## config.mk

```make
export PLATFORM = sky130hd
export DESIGN_NAME = clock_deskew_phase_ctrl
export DESIGN_NICKNAME = d
export VERILOG_FILES = /design/src/rtl/deskew_pkg.sv /design/src/rtl/deskew_chan_fsm.sv /design/src/rtl/clock_deskew_phase_ctrl.sv
export SDC_FILE = /design/constraint.sdc
export NUM_CORES = 1
export LEC_CHECK = 0
export ABC_CLOCK_PERIOD_IN_PS = 2550
export CORE_AREA = 2 2 109 111
export CTS_CLUSTER_DIAMETER = 100
export DETAILED_ROUTE_END_ITERATION = 6
export DIE_AREA = 0 0 111 113
export PLACE_DENSITY = 0.86
export SYNTH_ARGS = -nofsm -noshare
export SYNTH_HDL_FRONTEND = slang
export SYNTH_HIERARCHICAL = 1
export SYNTH_SLANG_ARGS = --single-unit
export TNS_END_PERCENT = 100
```

## constraint.sdc

```tcl
create_clock -name clk -period 2.55 [get_ports clk]
set_clock_uncertainty 0.15 [all_clocks]
set_input_delay 0.3825 -clock clk [delete_from_list [all_inputs] [get_ports clk]]
set_output_delay 0.3825 -clock clk [all_outputs]
set_load 0.02 [all_outputs]
```

## src/rtl/deskew_pkg.sv

```systemverilog
// Shared types and default constants for the MMCM phase-deskew controller.
package deskew_pkg;

  // Per-channel controller states.
  typedef enum logic [2:0] {
    StRstHold,
    StWaitLock,
    StIdle,
    StStep,
    StWaitDone
  } deskew_state_e;

  localparam int unsigned DefNumCh        = 2;
  localparam int unsigned DefPhaseW       = 10;
  localparam int unsigned DefRstHoldCyc   = 16;
  localparam int unsigned DefLockTimeout  = 65535;
  localparam int unsigned DefDoneTimeout  = 64;
  localparam int unsigned LossCntW        = 8;

  // Largest of three cycle counts; sizes the shared per-channel counter.
  function automatic int unsigned max3(input int unsigned a, input int unsigned b,
                                       input int unsigned c);
    int unsigned m;
    m = a;
    if (b > m) m = b;
    if (c > m) m = c;
    return m;
  endfunction

endpackage

```

## src/rtl/deskew_chan_fsm.sv

```systemverilog
// One MMCM deskew channel: reset/lock sequencing and single-step phase walking.
// Optional lock-loss counter output when DESKEW_LOSS_COUNT_EN is defined.
module deskew_chan_fsm
  import deskew_pkg::*;
#(
  parameter int unsigned PHASE_W      = DefPhaseW,
  parameter int unsigned RST_HOLD_CYC = DefRstHoldCyc,
  parameter int unsigned LOCK_TIMEOUT = DefLockTimeout,
  parameter int unsigned DONE_TIMEOUT = DefDoneTimeout
) (
  input  logic                      clk,
  input  logic                      rst,
  input  logic signed [PHASE_W-1:0] target_phase_i,
  input  logic                      target_valid_i,
  output logic                      target_ready_o,
  input  logic                      mmcm_locked_i,
  output logic                      mmcm_rst_o,
  output logic                      ps_en_o,
  output logic                      ps_incdec_o,
  input  logic                      ps_done_i,
  output logic signed [PHASE_W-1:0] cur_phase_o,
  output logic                      busy_o,
  output logic                      locked_o
`ifdef DESKEW_LOSS_COUNT_EN
  ,
  output logic [LossCntW-1:0]       lock_loss_cnt_o
`endif
);

  localparam int unsigned CntMax = max3(RST_HOLD_CYC, LOCK_TIMEOUT, DONE_TIMEOUT);
  localparam int unsigned CntW   = $clog2(CntMax + 1);

  deskew_state_e             state_q, state_d;
  logic [CntW-1:0]           cnt_q, cnt_d;
  logic signed [PHASE_W-1:0] cur_q, cur_d;
  logic signed [PHASE_W-1:0] tgt_q, tgt_d;
  logic                      incdec_q, incdec_d;
  logic                      lock_meta_q, lock_meta_d;
  logic                      lock_sync_q, lock_sync_d;
  logic                      step_up;

`ifdef DESKEW_LOSS_COUNT_EN
  logic [LossCntW-1:0]       loss_q, loss_d;
`endif

  // State and datapath registers; rst forces RST_HOLD with everything cleared.
  always_ff @(posedge clk or posedge rst) begin
    if (rst) begin
      state_q     <= StRstHold;
      cnt_q       <= '0;
      cur_q       <= '0;
      tgt_q       <= '0;
      incdec_q    <= 1'b0;
      lock_meta_q <= 1'b0;
      lock_sync_q <= 1'b0;
`ifdef DESKEW_LOSS_COUNT_EN
      loss_q      <= '0;
`endif
    end else begin
      state_q     <= state_d;
      cnt_q       <= cnt_d;
      cur_q       <= cur_d;
      tgt_q       <= tgt_d;
      incdec_q    <= incdec_d;
      lock_meta_q <= lock_meta_d;
      lock_sync_q <= lock_sync_d;
`ifdef DESKEW_LOSS_COUNT_EN
      loss_q      <= loss_d;
`endif
    end
  end

  // Next-state logic: lock loss dominates every other event once the MMCM is up.
  always_comb begin
    state_d     = state_q;
    cnt_d       = cnt_q;
    cur_d       = cur_q;
    tgt_d       = tgt_q;
    incdec_d    = incdec_q;
    lock_meta_d = mmcm_locked_i;
    lock_sync_d = lock_meta_q;
    step_up     = (tgt_q > cur_q);

    unique case (state_q)
      StRstHold: begin
        cur_d = '0;
        if (cnt_q == CntW'(RST_HOLD_CYC - 1)) begin
          state_d = StWaitLock;
          cnt_d   = '0;
        end else begin
          cnt_d = cnt_q + CntW'(1);
        end
      end

      StWaitLock: begin
        if (lock_sync_q) begin
          cnt_d   = '0;
          state_d = (cur_q == tgt_q) ? StIdle : StStep;
        end else if (cnt_q == CntW'(LOCK_TIMEOUT - 1)) begin
          state_d = StRstHold;
          cnt_d   = '0;
          cur_d   = '0;
        end else begin
          cnt_d = cnt_q + CntW'(1);
        end
      end

      StIdle: begin
        // Ready is unconditional here, so a request in the lock-loss cycle is still kept.
        if (target_valid_i) tgt_d = target_phase_i;
        if (!lock_sync_q) begin
          state_d = StRstHold;
          cnt_d   = '0;
          cur_d   = '0;
        end else if (target_valid_i && (target_phase_i != cur_q)) begin
          state_d = StStep;
        end
      end

      StStep: begin
        incdec_d = step_up;
        cnt_d    = '0;
        if (!lock_sync_q) begin
          state_d = StRstHold;
          cur_d   = '0;
        end else begin
          state_d = StWaitDone;
        end
      end

      StWaitDone: begin
        if (!lock_sync_q) begin
          state_d = StRstHold;
          cnt_d   = '0;
          cur_d   = '0;
        end else if (ps_done_i) begin
          cur_d   = incdec_q ? (cur_q + PHASE_W'(1)) : (cur_q - PHASE_W'(1));
          cnt_d   = '0;
          state_d = (cur_d != tgt_q) ? StStep : StIdle;
        end else if (cnt_q == CntW'(DONE_TIMEOUT - 1)) begin
          state_d = StRstHold;
          cnt_d   = '0;
          cur_d   = '0;
        end else begin
          cnt_d = cnt_q + CntW'(1);
        end
      end

      default: begin
        state_d = StRstHold;
        cnt_d   = '0;
        cur_d   = '0;
      end
    endcase
  end

`ifdef DESKEW_LOSS_COUNT_EN
  // Count every non-rst entry into RST_HOLD, saturating at all-ones.
  always_comb begin
    loss_d = loss_q;
    if ((state_d == StRstHold) && (state_q != StRstHold) && (loss_q != '1)) begin
      loss_d = loss_q + LossCntW'(1);
    end
  end

  assign lock_loss_cnt_o = loss_q;
`endif

  // Moore outputs; PSINCDEC is held through WAIT_DONE from the value captured in STEP.
  always_comb begin
    mmcm_rst_o     = (state_q == StRstHold);
    ps_en_o        = (state_q == StStep);
    ps_incdec_o    = 1'b0;
    if (state_q == StStep)     ps_incdec_o = step_up;
    if (state_q == StWaitDone) ps_incdec_o = incdec_q;
    target_ready_o = (state_q == StIdle);
    busy_o         = (state_q != StIdle);
    locked_o       = (state_q == StIdle) && lock_sync_q;
    cur_phase_o    = cur_q;
  end

endmodule

```

## src/rtl/clock_deskew_phase_ctrl.sv

```systemverilog
// Multi-channel MMCM phase-deskew controller: NUM_CH independent channel FSMs.
// Define DESKEW_LOSS_COUNT_EN to add the per-channel lock_loss_cnt output.
module clock_deskew_phase_ctrl
  import deskew_pkg::*;
#(
  parameter int unsigned NUM_CH       = DefNumCh,
  parameter int unsigned PHASE_W      = DefPhaseW,
  parameter int unsigned RST_HOLD_CYC = DefRstHoldCyc,
  parameter int unsigned LOCK_TIMEOUT = DefLockTimeout,
  parameter int unsigned DONE_TIMEOUT = DefDoneTimeout
) (
  input  logic                        clk,
  input  logic                        rst,
  input  logic [NUM_CH*PHASE_W-1:0]   target_phase,
  input  logic [NUM_CH-1:0]           target_valid,
  output logic [NUM_CH-1:0]           target_ready,
  input  logic [NUM_CH-1:0]           mmcm_locked,
  output logic [NUM_CH-1:0]           mmcm_rst,
  output logic [NUM_CH-1:0]           ps_en,
  output logic [NUM_CH-1:0]           ps_incdec,
  input  logic [NUM_CH-1:0]           ps_done,
  output logic [NUM_CH*PHASE_W-1:0]   cur_phase,
  output logic [NUM_CH-1:0]           busy,
  output logic [NUM_CH-1:0]           locked
`ifdef DESKEW_LOSS_COUNT_EN
  ,
  output logic [NUM_CH*LossCntW-1:0]  lock_loss_cnt
`endif
);

  // One self-contained FSM per channel; the buses are plain concatenations.
  for (genvar g = 0; g < NUM_CH; g++) begin : g_ch
    deskew_chan_fsm #(
      .PHASE_W      (PHASE_W),
      .RST_HOLD_CYC (RST_HOLD_CYC),
      .LOCK_TIMEOUT (LOCK_TIMEOUT),
      .DONE_TIMEOUT (DONE_TIMEOUT)
    ) u_chan (
      .clk            (clk),
      .rst            (rst),
      .target_phase_i (target_phase[g*PHASE_W +: PHASE_W]),
      .target_valid_i (target_valid[g]),
      .target_ready_o (target_ready[g]),
      .mmcm_locked_i  (mmcm_locked[g]),
      .mmcm_rst_o     (mmcm_rst[g]),
      .ps_en_o        (ps_en[g]),
      .ps_incdec_o    (ps_incdec[g]),
      .ps_done_i      (ps_done[g]),
      .cur_phase_o    (cur_phase[g*PHASE_W +: PHASE_W]),
      .busy_o         (busy[g]),
      .locked_o       (locked[g])
`ifdef DESKEW_LOSS_COUNT_EN
      ,
      .lock_loss_cnt_o (lock_loss_cnt[g*LossCntW +: LossCntW])
`endif
    );
  end

endmodule
```

; ---- After elaboration in Yosys (flattened, before gate mapping)
; Index checks and enable logic that the tools add are counted.
[op_classes]
eq_ne = 38
bitwise_logic = 0
addsub = 6
mux = 60
order_cmp = 2
shifts = 0
div_mod_pow = 0
mul = 0
reduce_logical = 14
[ops]
columns = operator, count
row1 = $mux 16, 14
row2 = $mux 10, 14
row3 = $pmux 16 s4, 2
row4 = $pmux 10 s3, 2
row5 = $mux 3, 18
row6 = $ne 10x10->1, 4
row7 = $add 16x1->16 const B, 2
row8 = $eq 16x16->1 const B, 2
row9 = $eq 16x4->1 const B, 2
row10 = $eq 16x6->1 const B, 2
row11 = $pmux 3 s5, 2
row12 = $add 10x2->10 const B, 2
row13 = $eq 10x10->1, 2
row14 = $gt 10x10->1, 2
row15 = $sub 10x2->10 const B, 2
row16 = $ne 2x2->1 const B, 8
row17 = $reduce_and 4->1, 4
row18 = $eq 3x2->1 const B, 4
row19 = $mux 1, 8
row20 = $ne 4x4->1 const B, 2
row21 = $eq 3x1->1 const B, 2
row22 = $eq 3x3->1 const B, 2
row23 = $logic_not 3->1, 2
row24 = $ne 3x1->1 const B, 2
row25 = other kinds (6), 14
[word_totals]
out_inout_bits = 32
wordCells = 134
in_bits = 28
n_memories = 0
ram_bits = 0
romBits = 0
ff_bits = 84
latch_bits = 0

; ---- Longest topological paths before layout
[depth]
word_depth = 7
depth_mapped = 11
ltp_nobuf = 9

; ---- Hierarchy
; The synthesis kept the hierarchy.
[modules_own_cells]
columns = module, cells_per_inst, area_each_um2, seq_area_each_um2, n_inst
row1 = deskew_chan_fsm at g_ch[1].u_chan, 322, 2944.1, 1051.0, 1
row2 = deskew_chan_fsm at g_ch[0].u_chan, 318, 2896.5, 1051.0, 1

; ---- Worst setup path before layout
; Ideal clock, no wire load.
[synth_path]
path_type = register -> output
from = reg g_ch[0].u_chan.cur_q[1]
to = out ps_incdec[0]
slack_ns = -0.224
path_stages_with_launch = 10
arrival_ns = 2.242
path_buffers = 0
t_required_ns = 2.017
cell_sequence = dfrtp_1 inv_1 ha_1 nor2b_1 o21a_1 o21a_1 o21ai_0 a21oi_1 a2111oi_0 o31ai_1
[synth_via]
elab_chain_len = 3
[synth_rtl]
columns = element, line_no
row1 = start: declaration, deskew_chan_fsm.sv:35  ; logic signed [PHASE_W-1:0] cur_q, cur_d;
row2 = start signal: assignment, deskew_chan_fsm.sv:62  ; cur_q <= cur_d;
row3 = $gt 10x10->1, deskew_chan_fsm.sv:82  ; step_up = (tgt_q > cur_q);
row4 = $mux 1, deskew_chan_fsm.sv:174  ; if (state_q == StStep) ps_incdec_o = step_up;
row5 = $mux 1, deskew_chan_fsm.sv:175  ; if (state_q == StWaitDone) ps_incdec_o = incdec_q;
row6 = end: declaration, clock_deskew_phase_ctrl.sv:20  ; output logic [NUM_CH-1:0] ps_incdec,
; Every way passes these cells.

; ---- Worst setup path after layout
[layout_path]
from = reg g_ch[0].u_chan.cur_q[1]
to = reg g_ch[0].u_chan.state_q[0]
[layout_via]
elab_chain_len = 7
elab_cells_between_ends = 15
classes_between = add/sub: 2 / eq/ne: 4 / mux: 7 / reduce/logical: 2
[layout_rtl]
columns = element, line_no
row1 = $sub 10x2->10 or $add 10x2->10 (tied branches), deskew_chan_fsm.sv:137  ; cur_d = incdec_q ? (cur_q + PHASE_W'(1)) : (cur_q - PHASE_W'(1));
row2 = $mux 10, deskew_chan_fsm.sv:137
row3 = $ne 10x10->1, deskew_chan_fsm.sv:139  ; state_d = (cur_d != tgt_q) ? StStep : StIdle;
row4 = $mux 1, deskew_chan_fsm.sv:139
row5 = $mux 3, deskew_chan_fsm.sv:136  ; end else if (ps_done_i) begin
row6 = $mux 3, deskew_chan_fsm.sv:132  ; if (!lock_sync_q) begin
row7 = $pmux 3 s5, deskew_chan_fsm.sv:84  ; unique case (state_q)
row8 = end signal: assignment, deskew_chan_fsm.sv:49  ; state_q <= StRstHold;
row9 = end signal: assignment, deskew_chan_fsm.sv:60  ; state_q <= state_d;
row10 = end: declaration, deskew_chan_fsm.sv:33  ; deskew_state_e state_q, state_d;
; Parallel ways exist; a longest one is shown, timed or not.
; A chain may end at the register's enable or synchronous reset.

==> metrics.txt <==
status finished, violations left; violated checks negative setup slack; initial core utilization roughly 52%; CP max FO 4; # IOs 60; Synth Area per Inst 9.13 um2; Worst R2R End g_ch[0].u_chan/state_q[0]; post-synthesis cell type count 67; Die Area about 0.013 mm2; power per cell area 1020 mW/mm2; CTS tree yes; H-tree depth 3; HPWL after DPL 12,100 um; Max-Cap Viols 0; Detailed Route WL approximately 17,000 um; Final period util 117%; EDFF count, synth 0; Final Power roughly 8.1 mW; Tot GR Track Use a little over a quarter; DRC 0; Worst Setup Path Type flop to flop; initial antenna violation count 0; ys async rst share 100%; Worst Hold Endpoint g_ch[0].u_chan/lock_sync_q; crit start category flop; shortest period the worst path allows roughly 3000 ps; PortBufs 59; vias post-DR approximately 5,700; pin count of the biggest net entering global routing 43; Synth Register Bits between 80 and 90; hold crit path type flop to flop; Leak Pwr 3.53 nW; most common cell after layout, fill and taps aside buf_4; reg2reg setup slack -440 ps; layout cells sized above 1 24.4%; Crit. End Element flop; Seq/Total Area, Yosys 36.0%; Synth Cell Area between 0.005 and 0.006 mm2; vias in the first global route ~5,800; ant diodes 0; cell count after synthesis 640; Die Wd about 110 um; CP arrival roughly 3000 ps; Ys Warns 6; Final WS setup -438 ps; Routed Antenna Nets 0; Worst Max-Slew Pin Slew 677 ps; most frequent cells in the layout buf_4, dfrtp_1, clkdlybuf4s50_1; TritonRoute pass-1 iters 5; number of nets in the layout between 800 and 900; maximum vdd drop 0.742 mV; worst skew pair latency 340 ps; CTS Hold Buffers Added 0; Max clock buf depth 2; Rows 39; WL/cell 18.4 um; R2R depth 12; Final Setup Violations 5; Worst-path clk slew 60 ps; Clock Sinks 84; Root Buffer clkbuf_16; syn_nets between 700 and 800; Synth Flop Type dfrtp_1; GPL Wtd Cong 0.919; Reg-to-Reg Start g_ch[0].u_chan/cur_phase_o[1]; Fillers between 700 and 800; Via density roughly 6.1; unrepaired setup endpoints after global routing yes; Hold Violations, Final 0; Chip Height between 100 and 150 um; First DRT Iteration DRCs between 300 and 400; final setup TNS -1520 ps; Slew Limit Fails 0; Hold Startpoint g_ch[0].u_chan/lock_meta_q; global route overflow 0; Max-slew headroom approximately 54%; Area Overhead vs Synth 35.6%; hold path cells 0; Finished Core Util about 70%; first-pass GRT wire length 27,300 um; core area 0.0113 mm2; TritonCTS buffer count 9; Worst Path Required roughly 2600 ps; Fmax achieved 335 MHz
[sequential cells by signal, summed over array words and instances (netlist names)]
signal	count
g_ch.u_chan/incdec_q	2
g_ch.u_chan/state_q	6
g_ch.u_chan/cnt_q	32
g_ch.u_chan/lock_meta_q	2
g_ch.u_chan/lock_sync_q	2
g_ch.u_chan/tgt_q	20
g_ch.u_chan/cur_phase_o	20
[what timing repair did]
| item | 4_1_cts | 5_1_grt |
|---|---|---|
| pin swaps | 23 | 16 |
| gates resized for setup | 35 | 22 |
| endpoints found under the setup margin | 8 | 30 |
| buffers inserted | 10 | 4 |
[cell families (layout without fill, tap and decap cells)]
logic type      after synthesis  in the layout  synth area share (%)
fa+ha+maj                    42             42                  9.25
mux                          18             18                  3.47
compound gates              156            156                  18.3
buf+inv                      63            226                  4.58
xor+xnor                     65             65                  9.88
flops                        84             84                  36.0
simple gates                212            212                  18.5
[worst max path at each step]
stage	start	endpoint	slack, ps	depth (start not counted)
after detailed placement	g_ch[0].u_chan/cur_phase_o[1]	ps_incdec[0]	-510	11
final	g_ch[0].u_chan/cur_phase_o[1]	g_ch[0].u_chan/state_q[0]	-440	12
after CTS	g_ch[0].u_chan/cur_phase_o[1]	ps_incdec[0]	-330	11
after floorplan	g_ch[0].u_chan/cur_phase_o[1]	ps_incdec[0]	-60	9
after global placement	g_ch[0].u_chan/cur_phase_o[1]	ps_incdec[0]	-450	11
after global routing	g_ch[0].u_chan/cur_phase_o[1]	g_ch[0].u_chan/state_q[0]	-480	12
[synth_stat cells (3+ instances only)]
cell | number | area, um2
nand3_1 | 21 | 105
clkbuf_1 | 7 | 26.3
and2_1 | 4 | 25.0
o21ai_0 | 29 | 145
nor2_1 | 41 | 154
a2111oi_0 | 4 | 35.0
inv_1 | 42 | 158
nand3b_1 | 5 | 37.5
o21bai_1 | 3 | 22.5
o311a_1 | 3 | 30.0
xor2_1 | 31 | 272
nand4_1 | 14 | 87.6
nor4_1 | 10 | 62.6
a21oi_1 | 28 | 140
a21o_1 | 10 | 75.1
buf_2 | 7 | 35.0
o21ai_1 | 15 | 75.1
xnor2_1 | 33 | 289
a22o_1 | 9 | 78.8
o21a_1 | 4 | 30.0
dfrtp_1 | 84 | 2100
nor2b_1 | 9 | 56.3
nand2b_1 | 8 | 50.1
and3_1 | 9 | 56.3
ha_1 | 40 | 500
nor3_1 | 21 | 105
buf_4 | 4 | 30.0
o31ai_1 | 5 | 37.5
a31oi_1 | 11 | 68.8
a211oi_1 | 4 | 30.0
mux2_2 | 18 | 203
nand2_1 | 55 | 206
o22ai_1 | 6 | 37.5
[routing by layer]
metal	GRT usage [%]	vias to the layer above	wire (um)
met5	0	-	0
met1	31.4	2787	6740
met2	48.2	279	9060
met4	10.9	0	485
met3	5.57	54	1100
li1	-	2620	-
[cell type report]
cell class | instances | area, um2 | area share [%]
Sequential cell | 84 | 2110 | 26.6
Tap cell | 143 | 179 | 2.26
Clock inverter | 5 | 78.8 | 0.995
Multi-Input combinational cell | 493 | 3730 | 47.1
Clock buffer | 11 | 233 | 2.94
Timing Repair Buffer | 166 | 1430 | 18.0
Inverter | 44 | 170 | 2.15
[power breakdown]
part	leakage (nW)	internal (mW)	switching, mW
logic	2.27	2.27	2.59
registers	1.10	1.62	0.239
clock network	0.153	0.857	0.526
[worst max-delay path: stages (launching register included)]
cell and delay (ps):
dfrtp_2 410, buf_4 140, buf_6 110, buf_6 120
ha_4 200, a21o_1 170, a22o_1 240, o41a_1 390
buf_6 160, xnor2_4 140, xnor2_2 170, nor4_2 330
a31oi_1 130
[through the flow]
stage	cell area, um2	instances	hold WS, ps	worst slack (ps)
after floorplan	5880	640	181	-61.0
after global placement	7270	918	183	-449
after detailed placement	7270	918	195	-513
after CTS	7790	944	210	-327
after global routing	7920	946	220	-478
final	7920	946	206	-438
Note: power is estimated with default switching activity, not from simulation.
